$ cat config.mk
export PLATFORM = sky130hd
export DESIGN_NAME = updown_sweep_ctrl
export DESIGN_NICKNAME = d
export VERILOG_FILES = /design/src/rtl/updown_pkg.sv /design/src/rtl/updown_counter_core.sv /design/src/rtl/updown_sweep_ctrl.sv
export SDC_FILE = /design/constraint.sdc
export NUM_CORES = 1
export LEC_CHECK = 0
export BUFFER_PORTS_ARGS = -buffer_cell sky130_fd_sc_hd__buf_4
export CAP_MARGIN = 20
export CELL_PAD_IN_SITES_DETAIL_PLACEMENT = 0
export CELL_PAD_IN_SITES_GLOBAL_PLACEMENT = 1
export CORE_UTILIZATION = 42
export CTS_BUF_LIST = sky130_fd_sc_hd__clkbuf_4 sky130_fd_sc_hd__clkbuf_8
export CTS_CLUSTER_DIAMETER = 40
export DETAILED_ROUTE_END_ITERATION = 8
export GPL_TIMING_DRIVEN = 1
export PLACE_DENSITY = 0.85
export RECOVER_POWER = 50
export SLEW_MARGIN = 20
export SYNTH_ARGS = -nofsm -noshare
export SYNTH_HDL_FRONTEND = slang
export SYNTH_SLANG_ARGS = --single-unit
export TNS_END_PERCENT = 1
$ cat constraint.sdc
create_clock -name clk -period 3.8 [get_ports clk]
set_input_delay 0.38 -clock clk [delete_from_list [all_inputs] [get_ports clk]]
set_output_delay 0.38 -clock clk [all_outputs]
set_load 0.02 [all_outputs]
$ cat src/rtl/updown_pkg.sv
// Shared types and default sizes for the up/down sweep controller.
package updown_pkg;

   localparam int DEF_WIDTH   = 4;
   localparam int DEF_SWEEP_W = 4;

   typedef enum logic [1:0] {
      IDLE = 2'd0,
      UP   = 2'd1,
      DOWN = 2'd2,
      DONE = 2'd3
   } state_t;

endpackage

$ cat src/rtl/updown_counter_core.sv
// Loadable up/down counter holding the sweep count value.
module updown_counter_core #(
   parameter int WIDTH = 4
) (
   input  logic             clk,
   input  logic             reset,
   input  logic             en,
   input  logic             load,
   input  logic [WIDTH-1:0] din,
   input  logic             up_down,
   output logic [WIDTH-1:0] count
);

   // Count register: load wins over enable, direction chosen by up_down
   always_ff @(posedge clk or posedge reset) begin
      if (reset) begin
         count <= '0;
      end else if (load) begin
         count <= din;
      end else if (en) begin
         count <= up_down ? count + WIDTH'(1) : count - WIDTH'(1);
      end
   end

endmodule

$ cat src/rtl/updown_sweep_ctrl.sv
// Sweep controller: runs n lo->hi->lo sweeps on an up/down counter.
module updown_sweep_ctrl
   import updown_pkg::*;
#(
   parameter int WIDTH   = DEF_WIDTH,
   parameter int SWEEP_W = DEF_SWEEP_W
) (
   input  logic               clk,
   input  logic               reset,
   input  logic               start,
   input  logic               abort,
   input  logic [WIDTH-1:0]   lo,
   input  logic [WIDTH-1:0]   hi,
   input  logic [SWEEP_W-1:0] n_sweeps,
   output logic [WIDTH-1:0]   count,
   output logic               up_down,
   output logic               busy,
   output logic               done,
   output logic               err,
   output logic [SWEEP_W-1:0] sweep_cnt
);

   state_t             state, state_nxt;
   logic [WIDTH-1:0]   lo_q, hi_q;
   logic [SWEEP_W-1:0] n_q;
   logic [SWEEP_W-1:0] sweep_nxt;
   logic               err_nxt;
   logic               capture;
   logic               cnt_en, cnt_load, cnt_up;

   // The counter always loads lo on an accepted start; the sweep boundary
   // step to lo+1 is a plain up-count from lo, so no extra adder is needed.
   updown_counter_core #(.WIDTH(WIDTH)) u_core (
      .clk     (clk),
      .reset   (reset),
      .en      (cnt_en),
      .load    (cnt_load),
      .din     (lo),
      .up_down (cnt_up),
      .count   (count)
   );

   // State, captured run parameters, sweep counter and error pulse registers
   always_ff @(posedge clk or posedge reset) begin
      if (reset) begin
         state     <= IDLE;
         lo_q      <= '0;
         hi_q      <= '0;
         n_q       <= '0;
         sweep_cnt <= '0;
         err       <= 1'b0;
      end else begin
         state     <= state_nxt;
         sweep_cnt <= sweep_nxt;
         err       <= err_nxt;
         if (capture) begin
            lo_q <= lo;
            hi_q <= hi;
            n_q  <= n_sweeps;
         end
      end
   end

   // Next-state and counter control; abort overrides everything when busy
   always_comb begin
      state_nxt = state;
      sweep_nxt = sweep_cnt;
      err_nxt   = 1'b0;
      capture   = 1'b0;
      cnt_en    = 1'b0;
      cnt_load  = 1'b0;
      cnt_up    = 1'b0;
      case (state)
         IDLE: begin
            if (start) begin
               if ((lo < hi) && (n_sweeps != '0)) begin
                  capture   = 1'b1;
                  cnt_load  = 1'b1;
                  sweep_nxt = '0;
                  state_nxt = UP;
               end else begin
                  err_nxt = 1'b1;
               end
            end
         end
         UP: begin
            cnt_en = 1'b1;
            if (count != hi_q) begin
               cnt_up = 1'b1;
            end else begin
               cnt_up    = 1'b0;
               state_nxt = DOWN;
            end
         end
         DOWN: begin
            if (count != lo_q) begin
               cnt_en = 1'b1;
               cnt_up = 1'b0;
            end else begin
               sweep_nxt = sweep_cnt + SWEEP_W'(1);
               if ((sweep_cnt + SWEEP_W'(1)) == n_q) begin
                  state_nxt = DONE;
               end else begin
                  cnt_en    = 1'b1;
                  cnt_up    = 1'b1;
                  state_nxt = UP;
               end
            end
         end
         DONE: begin
            state_nxt = IDLE;
         end
         default: begin
            state_nxt = IDLE;
         end
      endcase
      if (abort && (state != IDLE)) begin
         state_nxt = IDLE;
         sweep_nxt = sweep_cnt;
         cnt_en    = 1'b0;
         cnt_load  = 1'b0;
      end
   end

   // Status outputs decoded from state
   always_comb begin
      up_down = (state == UP);
      busy    = (state == UP) || (state == DOWN);
      done    = (state == DONE);
   end

endmodule

* Word level (Yosys, flattened, before mapping) *
Index checks and enable logic that the tools add are counted.

cells by class
  add/sub/neg operators = 3
  bitwise gates (word level) = 1
  equal/unequal tests = 13
  reduce and logical (&&, ||, !) cells = 10
  order comparisons = 1
  multiplexer cells = 28

operators by type and width
  operator                                                            number
  4-bit 2-to-1 mux                                                    6
  1-bit 2-to-1 mux                                                    12
  2-bit 2-to-1 mux                                                    6
  3-bit != test, second input constant                                3
  4-bit by 1-bit adder with 4-bit output, second input constant       2
  4-bit != test                                                       2
  2-bit one-hot mux with 4 select lines                               1
  4-bit one-hot mux with 2 select lines                               1
  2-bit != test, second input constant                                3
  2-bit nonzero test                                                  3
  5-bit AND reduction                                                 1
  2-bit == test, second input constant                                2
  4-bit == test                                                       1
  4-bit < comparator                                                  1
  1-bit one-hot mux with 2 select lines                               2
  4-bit AND reduction                                                 1
  4-bit nonzero test                                                  1
  4-bit by 1-bit subtractor with 4-bit output, second input constant  1
  3-bit by 2-bit != test with 1-bit output, second input constant     1
  2-bit by 1-bit == test with 1-bit output, second input constant     1
  1-bit logical AND                                                   2
  2-bit zero test                                                     1
  1-bit logical OR                                                    1
  1-bit NOT                                                           1

word-level totals
  input bits = 16
  word-level logic and storage cells = 63
  bits in registers = 23
  output and inout bits = 12

* Depth between registers and ports, before layout *
Gate-level depths: netlist of run 1.

  depth in word-level cells = 8
  gate-level depth with buffers = 14
  mapped depth without buffers = 14

* Hierarchy *
From an unflattened synthesis of run 1, not the netlist that was laid out.

second synthesis, totals
  cell total of the unflattened synthesis = 152
  area, all modules = 1,586.5 µm²

modules (own cells, without submodules)
  module               seq. area each (µm²)  cells an instance  area an instance (µm²)  instances
  updown_sweep_ctrl    475.5                 120                1,256.2                 1
  updown_counter_core  100.1                 32                 330.3                   1

* Worst setup path before layout of run 1 *
OpenSTA, ideal clock, no wires.

  kind = flip-flop to flip-flop
  start = register sweep_cnt[0]
  end = register u_core.count[3]
  path buffers = 0
  clock period less this slack = 3.301 ns
  cell stages (with the launch flop) = 15
  path slack = 0.499 ns
  required time = 3.668 ns
  data arrival time = 3.169 ns
  library setup time = 0.132 ns
  cell sequence = dfrtp_1 -> ha_1 -> xnor2_1 -> xnor2_1 -> nor4_4 -> nor3_1 -> o21ai_0 -> ha_1 -> a21o_1 -> a21o_1 -> and3_1 -> a211o_1 -> o21ai_2 -> xor2_1 -> o21ai_1

between the ends
  word-level cells in the longest chain between the ends = 8
  elaborated cells between the ends (all ways) = 12
  classes of those cells = 1 x add/sub; 1 x eq/ne; 9 x mux; 1 x reduce/logical

RTL lines
  what                                      RTL line                   text
  from (decl)                               updown_sweep_ctrl.sv:20    output logic [SWEEP_W-1:0] sweep_cnt
  from (signal assigned)                    updown_sweep_ctrl.sv:54    sweep_cnt <= sweep_nxt;
  4-bit by 1-bit adder with 4-bit output *  updown_sweep_ctrl.sv:101   if ((sweep_cnt + SWEEP_W'(1)) == n_q) begin
  4-bit == test *                           updown_sweep_ctrl.sv:101
  1-bit 2-to-1 mux *                        updown_sweep_ctrl.sv:101
  1-bit 2-to-1 mux                          updown_sweep_ctrl.sv:96    if (count != lo_q) begin
  1-bit one-hot mux with 2 select lines     updown_sweep_ctrl.sv:73    case (state)
  4-bit 2-to-1 mux                          updown_counter_core.sv:21  count <= up_down ? count + WIDTH'(1) : count - WIDTH'(1);
  4-bit 2-to-1 mux                          updown_counter_core.sv:20  end else if (en) begin
  4-bit 2-to-1 mux                          updown_counter_core.sv:18  end else if (load) begin
  to (signal assigned)                      updown_counter_core.sv:19  count <= din;
  to (signal assigned)                      updown_counter_core.sv:21
  to (decl)                                 updown_counter_core.sv:11  output logic [WIDTH-1:0] count

Mark *: on every way between the ends. The rest lies on a longest branch, timed or not. The select of a mux whose other input is x is not followed.
A chain may end at the register's enable or synchronous reset.

* Worst setup path in the final report of run 1 *
Ends and elaborated chain as after synthesis.

==> flow_summary.ini, run 1 <==
[outcome]
outcome = finished, final reports clean

[cts]
cts_setup_buffers = 0
cts.sink_count = 23
ctsHoldBuffers = 0
cts_tree = built
cts_root_buf = clkbuf_4
cts_buffers = 3
clk_latency_ns = 0.31
path_clk_slew_ns = 0.13
htree_levels = 1
clock_path_buffers = 2

[global_route]
grt_overflow = 0
antenna_found_initial = 0
grt_pass1_wl_mm = 5.32
grt_usage_pct = 19.9
grt_max_degree = 24
first_global_vias = 1127

[finish]
nets = 221
drive_above_1_share_pct = 16.1
final_core_util_pct = 54.3
mostFrequentLayoutCell = nand2_1
syn_to_final_growth_pct = 18.0
layout_common_cells = 38 x nand2_1, 23 x dfrtp_1, 21 x buf_4
fin_cells = 237
design_area_mm2 = 0.00171
n_antenna_cell = 0

[yosys]
syn_area_mm2 = 0.00145
avgSynthCellArea_um2 = 8.80
synth_area_leader_cell = dfrtp_1
ys_seq_elements = 23
yosysWarnings = 0
synth_nets = 192
yosysSeqAreaShare_pct = 39.7
synth_flop_cell = dfrtp_1
async_reset_ff_share_pct = 100
syn_inst = 165
synth_top_area_share_pct = 39.7
yosys.cell_types.count = 34
synth_edf_count = 0
synth.area.top_cells = dfrtp_1 40%, nand2_1 9.8%, ha_1 8.6%

[floorplanning]
start_util_pct = 46.0
die_w_um = 60.8
rows = 20
die_area_mm2 = 0.00369
dieHeight_um = 60.8
core_area_mm2 = 0.00315
ios = 28

[hold_path]
hp-class = input pin to async pin

[detailed_routing]
wl_mm = 3.16
drt.antenna.violating_nets = 0
viasPerCell = 5.18
wl_per_cell_um = 13.3
via_count = 1228
drc = 0
drt-initial-drc-count = 54
firstDrtPassIters = 4

[timing]
hold_viol_final = 0
tightest_slew_ns = 0.901
tns_ns = 0
setup_viol = 0
finalCritPeriodShare_pct = 91.0
skew_ns = 0.00234
rsz0062_at_grt = false
slew_headroom_pct = 39.9
drv_slew = 0
clock.fmax_mhz = 289
period_needed_ns = 3.46

[placed_design]
port_buffers = 27
dpl.cell_count = 233
dpl-instance-area_mm2 = 0.00170
place.gp.congestion = 0.818
dp_hpwl_mm = 2.45

[setup_path]
cp-endpoint = u_core.count[3]
ff2ff_path_depth = 14
crit_fanout = 6
r2r_slack_ns = 0.34
critPathCaptureType = register
critical_path_class = register to register
worstReg2RegStart = sweep_cnt[0]
startpoint_type = register
crit_start = sweep_cnt[0]
cp.required_ns = 3.98
arrival_ns = 3.64
r2r_end = u_core.count[3]

[job]
max-cap-violations = 0

[pwr]
worst_ir_drop_vdd_mv = 0.385
power_density_mw_per_mm2 = 805
power_mw = 1.38
power_leakage_nw = 0.836
Yosys cell counts (4+ instances only):
cell type,number
clkbuf_1,4
xnor2_1,10
nand3_1,4
xor2_1,7
o21ai_0,13
nand2_1,38
inv_1,10
a21o_1,4
ha_1,10
a21oi_1,5
nor2_1,11
dfrtp_1,23
how the worst min path moves through the flow:
stage / endpoint / slack (ns) / cells after the start
floorplan: err / 0.38 / 1
global placement: lo_q[3] / 0.48 / 2
detailed placement: lo_q[2] / 0.49 / 2
CTS: hi_q[0] / 0.25 / 3
global route: n_q[2] / 0.26 / 3
finish: sweep_cnt[3] / 0.25 / 2
repair_timing:
item                                   4_1_cts  5_1_grt
gates resized for setup                      0        1
setup endpoints to repair                    0        1
endpoints found under the hold margin        0        0
area by class of cell:
class                   count  area (um^2)
repair buffers             28          191
fillers                   295         1440
multi-input cells         128          823
well taps                  44         55.1
clock buffers               4         30.0
flip-flops and latches     23          576
inverters                  10         37.5
flip-flops by register name, summed over array words and instances (netlist names):
signal / cells
hi_q: 4
lo_q: 4
n_q: 4
sweep_cnt: 4
u_core.count: 4
state: 2
err: 1
critical path, cell delays in order (launching register included):
cell     delay, ns
dfrtp_1       0.47
ha_1          0.27
xnor2_1       0.19
xnor2_1       0.12
nor4_4        0.41
nor3_1        0.09
o21ai_1       0.26
ha_1          0.30
a21o_1        0.18
a21o_1        0.21
and3_1        0.19
a211o_1       0.28
o21ai_2       0.12
xor2_1        0.16
o21ai_1       0.07
cells by family after synthesis:
logic type      after synthesis  synth area share [%]
buf+inv                      14                  3.62
simple gates                 66                  21.2
fa+ha+maj                    11                  10.0
flops                        23                  39.7
compound gates               33                  14.6
xor+xnor                     17                  10.3
mux                           1                 0.690
where the power goes:
part           internal, mW  total [mW]  switching, mW  leakage [nW]
clock                0.0482       0.124         0.0756        0.0184
combinational         0.334       0.782          0.447         0.528
sequential            0.354       0.473          0.119         0.290
layer usage:
| metal | routed length [um] | GRT usage, % | up-vias |
|---|---|---|---|
| li1 | - | - | 615 |
| met1 | 1390 | 24.8 | 575 |
| met2 | 1590 | 34.7 | 34 |
| met3 | 127 | 4.48 | 4 |
| met4 | 52 | 5.19 | 0 |
| met5 | 0 | 0 | - |
metrics by stage:
stage | hold slack (ns) | setup WS [ns]
final | 0.251 | 0.343
after global routing | 0.260 | 0.0907
after CTS | 0.249 | 0.231
after detailed placement | 0.486 | 0.253
after global placement | 0.482 | 0.423
after floorplan | 0.382 | 0.499
Power figures use the tool's default switching activity.
==> inputs of run 2 (changes only) <==
- CORE_UTILIZATION: 42 -> 41
- CTS_BUF_LIST: sky130_fd_sc_hd__clkbuf_4 sky130_fd_sc_hd__clkbuf_8 -> sky130_fd_sc_hd__clkbuf_8 sky130_fd_sc_hd__clkbuf_16
- PLACE_DENSITY: 0.85 -> 0.83
==> run 2 against run 1 <==
Wire length up 0.29%. Maximum frequency shrank 0.25%. Non-clock buffer count is the same. First-iteration DRC count grew 41%. Largest power group unchanged. Sequential share of layout area shrank 0.27 points.
==> flow_summary.ini, run 2 (synthesis results as in run 1) <==
[outcome]
outcome = finished, final reports clean

[setup_path]
cpPeakStageDelay_ns = 0.45
crit_fanout = 6
r2r_slack_ns = 0.33
cp_slowest_cell = dfrtp_1
cp.required_ns = 3.93
path_cells = ha_1, xnor2_1, xnor2_1, nor4_4, nor3_1, o21ai_1, ha_1, a21o_1, a21o_1, and3_1, a211o_1, o21ai_2, xor2_1, o21ai_1
r2r_end = u_core.count[3]
critPathCaptureType = register
arrival_ns = 3.59
critical_path_class = register to register
worstReg2RegStart = sweep_cnt[0]
ff2ff_path_depth = 14
startpoint_type = register

[timing]
finalCritPeriodShare_pct = 91.2
drv_slew = 0
period_needed_ns = 3.47
slew_headroom_pct = 41.0
hold_viol_final = 0
tns_ns = 0
clock.fmax_mhz = 289
skew_ns = 0.00395
rsz0062_at_grt = false
tightest_slew_ns = 0.884
setup_viol = 0

[finish]
syn_to_final_growth_pct = 19.0
layout_common_cells = 38 x nand2_1, 23 x dfrtp_1, 21 x buf_4
fin_cells = 239
mostFrequentLayoutCell = nand2_1
num-fill-cells = 345
nets = 221
n_antenna_cell = 0
design_area_mm2 = 0.00173
drive_above_1_share_pct = 15.0

[detailed_routing]
drc = 0
firstDrtPassIters = 4
viasPerCell = 5.18
wl_met3_um = 86
drt.antenna.violating_nets = 0
wl_met1_mm = 1.45
wl_per_cell_um = 13.2
wl_met2_mm = 1.58
wl_mm = 3.17
highest_layer = met4
drt-initial-drc-count = 76
via_count = 1238

[placed_design]
dp_hpwl_mm = 2.40
place.gp.congestion = 0.798
dpl-instance-area_mm2 = 0.00170
port_buffers = 27
dpl.cell_count = 235

[pwr]
power_leakage_nw = 0.841
power_density_mw_per_mm2 = 813
power_mw = 1.40
worst_ir_drop_vdd_mv = 0.409

[floorplanning]
die_w_um = 61.5
ios = 28
core_area_mm2 = 0.00336
rows = 21
start_util_pct = 43.2
dieHeight_um = 61.5
die_area_mm2 = 0.00378

[global_route]
grt_usage_pct = 19.7
grt_overflow = 0
antenna_found_initial = 0
grt_max_degree = 24
first_global_vias = 1187
grt_pass1_wl_mm = 5.33

[cts]
ctsHoldBuffers = 0
cts_setup_buffers = 0
cts_buffers = 3
cts_root_buf = clkbuf_8
htree_levels = 1
cts-resized-gates = 0
clock_path_buffers = 2
cts.sink_count = 23
clk_latency_ns = 0.27
path_clk_slew_ns = 0.08
cts_tree = built

[hold_path]
hp-class = input pin to async pin

[job]
max-cap-violations = 0
==> run 2: changes by cell type in the layout (fill, tap and decap cells not counted), sizes merged <==
cell and delta:
clkbuf -1, inv +1
==> run 2: how the worst max path moves through the flow <==
stage,from,end,cells past startpoint
final,sweep_cnt[0],u_core.count[3],14
after global routing,sweep_cnt[0],u_core.count[3],14
after CTS,sweep_cnt[0],u_core.count[3],14
after detailed placement,sweep_cnt[0],u_core.count[3],14
after global placement,sweep_cnt[0],u_core.count[3],14
after floorplan,sweep_cnt[0],u_core.count[3],14
==> run 2: where the power goes <==
group	total (mW)	switching [mW]	leakage [nW]	internal, mW
Sequential	0.473	0.118	0.290	0.355
Combinational	0.776	0.446	0.524	0.330
Clock	0.155	0.0822	0.0269	0.0724
Total	1.40	0.646	0.841	0.757
==> run 2: routing by layer <==
| layer | vias up | GRT usage [%] |
|---|---|---|
| met1 | 596 | 24.5 |
| li1 | 613 | - |
| met3 | 5 | 3.78 |
| met2 | 24 | 33.8 |
| met4 | 0 | 7.30 |
| met5 | - | 0 |
==> run 2: final cells by class <==
| class | instances | area, um^2 | share of cell area, % |
|---|---|---|---|
| timing repair buffer | 28 | 188 | 10.9 |
| multi-input combinational | 128 | 823 | 47.7 |
| inverter | 10 | 37.5 | 2.17 |
| clock inverter | 1 | 3.75 | 0.217 |
| sequential | 23 | 576 | 33.3 |
| tap | 46 | 57.6 | 3.33 |
| clock buffer | 3 | 41.3 | 2.39 |
==> run 2: through the flow <==
| stage | hold WS [ns] | util [%] | setup WS [ns] |
|---|---|---|---|
| after floorplan | 0.382 | - | 0.499 |
| after global placement | 0.483 | 50.7 | 0.424 |
| after detailed placement | 0.491 | 50.7 | 0.228 |
| after CTS | 0.307 | 52.0 | 0.184 |
| after global routing | 0.323 | 51.3 | 0.127 |
| final | 0.296 | 51.3 | 0.334 |
==> run 2: critical path: cells and delay by family, from the launching register on <==
family | cells | cell delay (ns)
XOR/XNOR | 3 | 0.49
AND/OR/NAND/NOR | 3 | 0.65
AO/OA/AOI/OAI | 6 | 1.15
adder cells (fa/ha/maj) | 2 | 0.56
flip-flops | 1 | 0.45
==> inputs of run 3 (changes only) <==
- CORE_ASPECT_RATIO: unset -> 0.9
==> run 3 against run 2 <==
Sequential power barely moved. Cell count fell by 0.84%. Global-route usage fell by 0.34 points. Worst setup slack improved by 0.041 ns. Critical path type unchanged. Flip-flop and latch count did not move. Hold slack improved by 0.0066 ns.
==> flow_summary.ini, run 3 (synthesis results as in run 1) <==
[floorplanning]
die_area_mm2 = 0.00378
die_w_um = 64.7
rows = 20
dieHeight_um = 58.4
start_util_pct = 43.0
core_area_mm2 = 0.00338
ios = 28

[job]
max-cap-violations = 0

[finish]
mostFrequentLayoutCell = nand2_1
syn_to_final_growth_pct = 18.9
n_antenna_cell = 0
nets = 221
drive_above_1_share_pct = 15.5
layout_common_cells = 38 x nand2_1, 23 x dfrtp_1, 21 x buf_4

[global_route]
grt_overflow = 0
grt_pass1_wl_mm = 5.55
first_global_vias = 1230
antenna_found_initial = 0
grt_max_degree = 24
grt_usage_pct = 19.4

[detailed_routing]
wl_mm = 3.17
firstDrtPassIters = 4
viasPerCell = 5.20
drt-initial-drc-count = 51
via_count = 1233
wl_per_cell_um = 13.4
drc = 0
drt.antenna.violating_nets = 0

[placed_design]
dp_hpwl_mm = 2.42
place.gp.congestion = 0.825
port_buffers = 27

[cts]
cts_setup_buffers = 0
clk_latency_ns = 0.27
cts.sink_count = 23
cts_root_buf = clkbuf_8
cts_tree = built
path_clk_slew_ns = 0.09
ctsHoldBuffers = 0
htree_levels = 1
clock_path_buffers = 2
cts-resized-gates = 0
cts_buffers = 3

[setup_path]
cpPeakStageDelay_ns = 0.45
arrival_ns = 3.55
path_cells = ha_1, xnor2_1, xnor2_1, nor4_4, nor3_1, o21ai_1, ha_1, a21o_1, a21o_1, and3_1, a211o_1, o21ai_2, xor2_1, o21ai_1
startpoint_type = register
cp_slowest_cell = dfrtp_1
critPathCaptureType = register
cp.required_ns = 3.93
critical_path_class = register to register
crit_fanout = 6

[timing]
tns_ns = 0
hold_viol_final = 0
rsz0062_at_grt = false
period_needed_ns = 3.42
skew_ns = 0.00502
clock.fmax_mhz = 292
slew_headroom_pct = 37.6
setup_viol = 0
tightest_slew_ns = 0.935
finalCritPeriodShare_pct = 90.1
drv_slew = 0

[outcome]
outcome = finished, final reports clean

[pwr]
power_mw = 1.41
power_density_mw_per_mm2 = 815
power_leakage_nw = 0.840
worst_ir_drop_vdd_mv = 0.322

[hold_path]
hp-class = input pin to register
-- run 3: metal layers --
metal  wire (um)  track usage, %  vias up
met5           0               0        -
met1        1530            25.3      591
li1            -               -      616
met2        1470            31.8       21
met4          32            5.40        0
met3         139            4.84        5
-- run 3: power by group --
group / internal, mW / switching [mW]
logic: 0.329 / 0.444
clock network: 0.0735 / 0.0858
registers: 0.355 / 0.118
-- run 3: worst paths after layout --
check | endpoint | depth (start not counted) | start | slack [ns]
max | u_core.count[3] | 14 | sweep_cnt[0] | 0.38
min | n_q[1] | 3 | n_sweeps[1] | 0.30
max reg2reg | u_core.count[3] | 14 | sweep_cnt[0] | 0.38
min reg2reg | lo_q[3] | 2 | lo_q[3] | 0.51
max in group asynchronous | hi_q[1] | 2 | reset | 2.92
min in group asynchronous | hi_q[0] | 2 | reset | 0.31
-- run 3: through the flow --
stage | setup slack [ns] | util, % | area [um^2] | hold WS, ns | std cells
after global placement | 0.418 | 50.4 | 1700 | 0.485 | 233
after floorplan | 0.499 | - | 1450 | 0.382 | 165
after detailed placement | 0.258 | 50.4 | 1700 | 0.490 | 233
after global routing | 0.139 | 51.1 | 1730 | 0.307 | 237
after CTS | 0.217 | 51.7 | 1750 | 0.301 | 237
final | 0.376 | 51.1 | 1730 | 0.303 | 237
-- run 3: area by class of cell --
type	count	area (um^2)
Timing Repair Buffer	28	188
Multi-Input combinational cell	128	823
Clock buffer	3	41.3
Tap cell	44	55.1
Fill cell	335	1650
Inverter	10	37.5
Sequential cell	23	576
Clock inverter	1	5.00
-- run 3: critical path, delay by kind of cell (launching register included) --
| family | cells | cell delay, ns |
|---|---|---|
| AOI/OAI and AO/OA | 6 | 1.11 |
| DFF | 1 | 0.45 |
| xor gates and xnor gates | 3 | 0.49 |
| adders and majority gates | 2 | 0.56 |
| and+or+nand+nor | 3 | 0.66 |
